`src/rtl/bcd_countdown_timer.sv`:
```
// Loadable multi-digit BCD countdown timer: counts a loaded value down to zero on
// qualified ticks, then pulses done for one cycle and holds in EXPIRED until reloaded.
module bcd_countdown_timer #(
  parameter int unsigned DIGITS = 2
) (
  input  logic                  clk,
  input  logic                  rst_n,
  input  logic                  load,
  input  logic [4*DIGITS-1:0]   load_val,
  input  logic                  start,
  input  logic                  stop,
  input  logic                  tick_en,
  output logic [4*DIGITS-1:0]   count,
  output logic                  running,
  output logic                  zero,
  output logic                  done,
  output logic                  load_err
);

  localparam int unsigned W = 4 * DIGITS;

  typedef enum logic [1:0] {
    IDLE    = 2'd0,
    RUN     = 2'd1,
    EXPIRED = 2'd2
  } state_t;

  state_t         r_state;
  state_t         w_state_nxt;
  logic [W-1:0]   r_count;
  logic [W-1:0]   w_count_nxt;
  logic [W-1:0]   w_count_dec;
  logic           r_done;
  logic           w_done_nxt;
  logic           r_load_err;
  logic           w_load_err_nxt;
  logic           w_load_ok;
  logic           w_count_one;

  always_comb begin : load_check
    w_load_ok = 1'b1;
    for (int unsigned i = 0; i < DIGITS; i++) begin
      if (load_val[4*i +: 4] > 4'd9) w_load_ok = 1'b0;
    end
  end

  // Ripple borrow: trailing zero digits become 9 until the first nonzero digit is decremented.
  always_comb begin : bcd_decrement
    logic v_borrow;
    v_borrow    = 1'b1;
    w_count_dec = r_count;
    for (int unsigned i = 0; i < DIGITS; i++) begin
      if (v_borrow) begin
        if (r_count[4*i +: 4] == 4'd0) begin
          w_count_dec[4*i +: 4] = 4'd9;
        end else begin
          w_count_dec[4*i +: 4] = r_count[4*i +: 4] - 4'd1;
          v_borrow = 1'b0;
        end
      end
    end
  end

  assign w_count_one = (r_count == W'(1));

  always_comb begin : next_state
    w_state_nxt    = r_state;
    w_count_nxt    = r_count;
    w_done_nxt     = 1'b0;
    w_load_err_nxt = 1'b0;
    if (load) begin
      if (w_load_ok) begin
        w_count_nxt = load_val;
        w_state_nxt = IDLE;
      end else begin
        w_load_err_nxt = 1'b1;
      end
    end else if (stop) begin
      if (r_state == RUN) w_state_nxt = IDLE;
    end else if (start) begin
      if (r_state == IDLE && r_count != '0) w_state_nxt = RUN;
    end else if (tick_en && r_state == RUN && r_count != '0) begin
      w_count_nxt = w_count_dec;
      if (w_count_one) begin
        w_state_nxt = EXPIRED;
        w_done_nxt  = 1'b1;
      end
    end
    if (r_state != IDLE && r_state != RUN && r_state != EXPIRED) w_state_nxt = IDLE;
  end

  always_ff @(posedge clk or negedge rst_n) begin
    if (!rst_n) begin
      r_state    <= IDLE;
      r_count    <= '0;
      r_done     <= 1'b0;
      r_load_err <= 1'b0;
    end else begin
      r_state    <= w_state_nxt;
      r_count    <= w_count_nxt;
      r_done     <= w_done_nxt;
      r_load_err <= w_load_err_nxt;
    end
  end

  assign count    = r_count;
  assign running  = (r_state == RUN);
  assign zero     = (r_count == '0);
  assign done     = r_done;
  assign load_err = r_load_err;

endmodule
```
`config.mk`:
```
export PLATFORM = sky130hd
export DESIGN_NAME = bcd_countdown_timer
export DESIGN_NICKNAME = d
export VERILOG_FILES = /design/src/rtl/bcd_countdown_timer.sv
export SDC_FILE = /design/constraint.sdc
export NUM_CORES = 1
export LEC_CHECK = 0
export ABC_CLOCK_PERIOD_IN_PS = 2200
export BUFFER_PORTS_ARGS = -buffer_cell sky130_fd_sc_hd__buf_2
export CORE_MARGIN = 4
export CORE_UTILIZATION = 46
export DETAILED_ROUTE_END_ITERATION = 7
export GPL_TIMING_DRIVEN = 0
export PLACE_DENSITY = 0.83
export SETUP_SLACK_MARGIN = 0.5
export SLEW_MARGIN = 0
export SYNTH_ARGS = -nofsm -noshare
export SYNTH_HDL_FRONTEND = slang
export SYNTH_SLANG_ARGS = --single-unit
```
`constraint.sdc`:
```
create_clock -name clk -period 2.2 [get_ports clk]
set_input_delay 0.33 -clock clk [delete_from_list [all_inputs] [get_ports clk]]
set_output_delay 0.33 -clock clk [all_outputs]
set_load 0.01 [all_outputs]
```
==> metrics.cfg <==
[grt]
track_usage_pct=20.1
grt_pass1_wl_mm=3.86
overflow=0
grt_max_degree=13
grt_pass1_vias=832
antenna_found_initial=0

[routing]
first_iter_violations=48
routedWlPerCell_um=16.3
drt_first_pass_iters=4
ant_nets=0
remaining_drc_errors=0
vias_per_cell=6.01
wl_mm=2.39
vias=884

[min_path]
min_path_type=input port to flip-flop

[final_layout]
utilization_pct=72.0
n_antenna_cell=0
fillers=127
stdcell_area_um2=1110
area.growth.synth_to_final_pct=44.7
fin_nets=146
drive_gt1_share_pct=44.3

[run]
maxCapViolCount=0

[sta]
hold-worst-slack_ns=0.308
rsz0062_at_grt=true
skew_ns=0.00330
setup_viol=0
worst_slew_pin_slew_ns=0.463
max_freq_mhz=580
finalCriticalPeriod_ns=1.72
slew-limit-headroom_pct=69.2
hold_viol=0
finalCritPeriodShare_pct=78.3
slew_violations=0
fin_tns_setup_ns=0

[clock_network]
root_buffer=clkbuf_4
cts_buffers=3
clk_pin_slew_ns=0.08
clock_latency_ns=0.28
cts_max_path_buffers=2
cts_tree=built
htreeDepth=1
clock-sinks=12

[critical_path]
critical_path_class=flip-flop to primary output
cp_data_arrival_time_ns=1.39
path_cells=nor4_4 > nand2_1 > inv_2 > buf_6
worstSetupStartpointType=flip-flop
cp_slowest_cell=dfrtp_2
critPathMaxStageDelay_ns=0.45
cp-end-kind=primary output
cp_max_fo=4
cp.required_ns=1.87

[pwr]
finalPower_uw=851
peakVddDrop_mv=0.450
p_leak_nw=0.522
powerDensity_nw_per_um2=767

[floorplanning]
die_w_um=48.8
rows=14
start_util_pct=49.8
ios=26
core_area_um2=1540
die_area_um2=2380
die_h_um=48.8

[outcome]
outcome=finished clean

[logic_synthesis]
syn_area_per_cell_um2=9.02
ys_top_cells_by_area=dfrtp_1 39%, mux2i_1 6.5%, nand3_1 5.9%
synthFlopType=dfrtp_1
synthTopCellsByCount=12 x dfrtp_1, 10 x nor2_1, 9 x nand3_1
synth_warnings=0
synth-seq-cells=12
ys_types=33
synth_top_area_cell=dfrtp_1
synth_area_um2=767
yosysSeqAreaShare_pct=39.2
synth_top_area_share_pct=39.2
ys_async_sr_fraction_pct=100
synth_fp_nets=99
syn_inst=85
synth_most_common_cell=dfrtp_1
synth_edf_count=0

[placed_design]
hpwl_mm=1.49
port_buffers=25
gp_congestion=0.882
dpl_cell_area_um2=912

[report_power, final]
| group | total, mW | leakage (nW) | internal (mW) | switching (mW) |
|---|---|---|---|---|
| logic | 0.322 | 0.363 | 0.165 | 0.157 |
| registers | 0.347 | 0.138 | 0.269 | 0.0783 |
| clock network | 0.182 | 0.0210 | 0.101 | 0.0808 |
[through the flow]
| step | worst slack (ns) | std cells |
|---|---|---|
| 5_1_grt | 0.433 | 147 |
| 3_3_place_gp | 0.420 | 126 |
| 4_1_cts | 0.492 | 137 |
| 2_1_floorplan | 0.621 | 85 |
| 3_5_place_dp | 0.402 | 126 |
| 6_report | 0.477 | 147 |
[layer usage]
| metal | up-vias | wire (µm) | global-route usage, % |
|---|---|---|---|
| li1 | 411 | - | - |
| met1 | 416 | 1030 | 27.2 |
| met2 | 49 | 1140 | 30.4 |
| met3 | 8 | 153 | 4.89 |
| met4 | 0 | 65 | 8.07 |
| met5 | - | 0 | 0 |
[cell families (layout without fill, tap and decap cells)]
kind of cell,after synthesis,after routing,synth area share [%]
xor gates and xnor gates,1,1,1.14
and+or+nand+nor,40,40,32.0
DFF,12,12,39.2
buffers and inverters,8,54,3.91
muxes,6,6,7.99
AOI/OAI and AO/OA,18,18,15.8
[flip-flops by register name (all words and copies together), names as in the netlist]
| signal | flops |
|---|---|
| count | 8 |
| r_state | 2 |
| load_err | 1 |
| done | 1 |
[cell type report]
class | count | area [µm²] | share of cell area, %
Sequential cell | 12 | 310 | 28.0
Multi-Input combinational cell | 65 | 452 | 40.7
Timing Repair Buffer | 42 | 262 | 23.6
Clock buffer | 4 | 36.3 | 3.27
Tap cell | 16 | 20.0 | 1.80
Buffer | 2 | 7.51 | 0.676
Inverter | 6 | 22.5 | 2.03
[final timing paths]
kind | from | to | slack, ns | depth (start not counted)
setup reg to reg | count[6]$_DFFE_PN0P_ | count[3]$_DFFE_PN0P_ | 0.58 | 6
min in group asynchronous | rst_n | count[5]$_DFFE_PN0P_ | 0.44 | 2
max in group asynchronous | rst_n | count[2]$_DFFE_PN0P_ | 1.53 | 2
setup / recovery | count[4]$_DFFE_PN0P_ | zero | 0.48 | 4
hold / removal | load_val[4] | count[4]$_DFFE_PN0P_ | 0.31 | 3
hold reg to reg | r_state[1]$_DFFE_PN0P_ | r_state[0]$_DFFE_PN0P_ | 0.52 | 1
[layout by cell type (no fill, tap or decap), drive strengths merged, types with 2 or more instances in the layout]
| cell type | Yosys | routed |
|---|---|---|
| nand2 | 6 | 6 |
| nor4 | 2 | 2 |
| nor2 | 10 | 10 |
| nand4 | 2 | 2 |
| nand4b | 2 | 2 |
| a21oi | 2 | 2 |
| inv | 5 | 5 |
| o21ai | 4 | 4 |
| nand3 | 9 | 9 |
| buf | 0 | 41 |
| mux2i | 5 | 5 |
| dfrtp | 12 | 12 |
| clkbuf | 2 | 6 |
| a31oi | 4 | 4 |
| nor4b | 2 | 2 |
| a22oi | 2 | 2 |
| or4 | 2 | 2 |
| o211ai | 3 | 3 |
[worst max-delay path, delay by kind of cell, from the launching register on]
kind	cells	cell delay, ns
buffers and inverters	2	0.19
and+or+nand+nor	2	0.47
DFF	1	0.45
[timing repair]
item	in CTS	in global routing
hold endpoints to repair	12	0
hold buffers	1	0
pin swaps	4	6
setup buffers	6	10
endpoints found under the setup margin	2	3
gates resized for setup	6	5
Power figures use the tool's default switching activity.
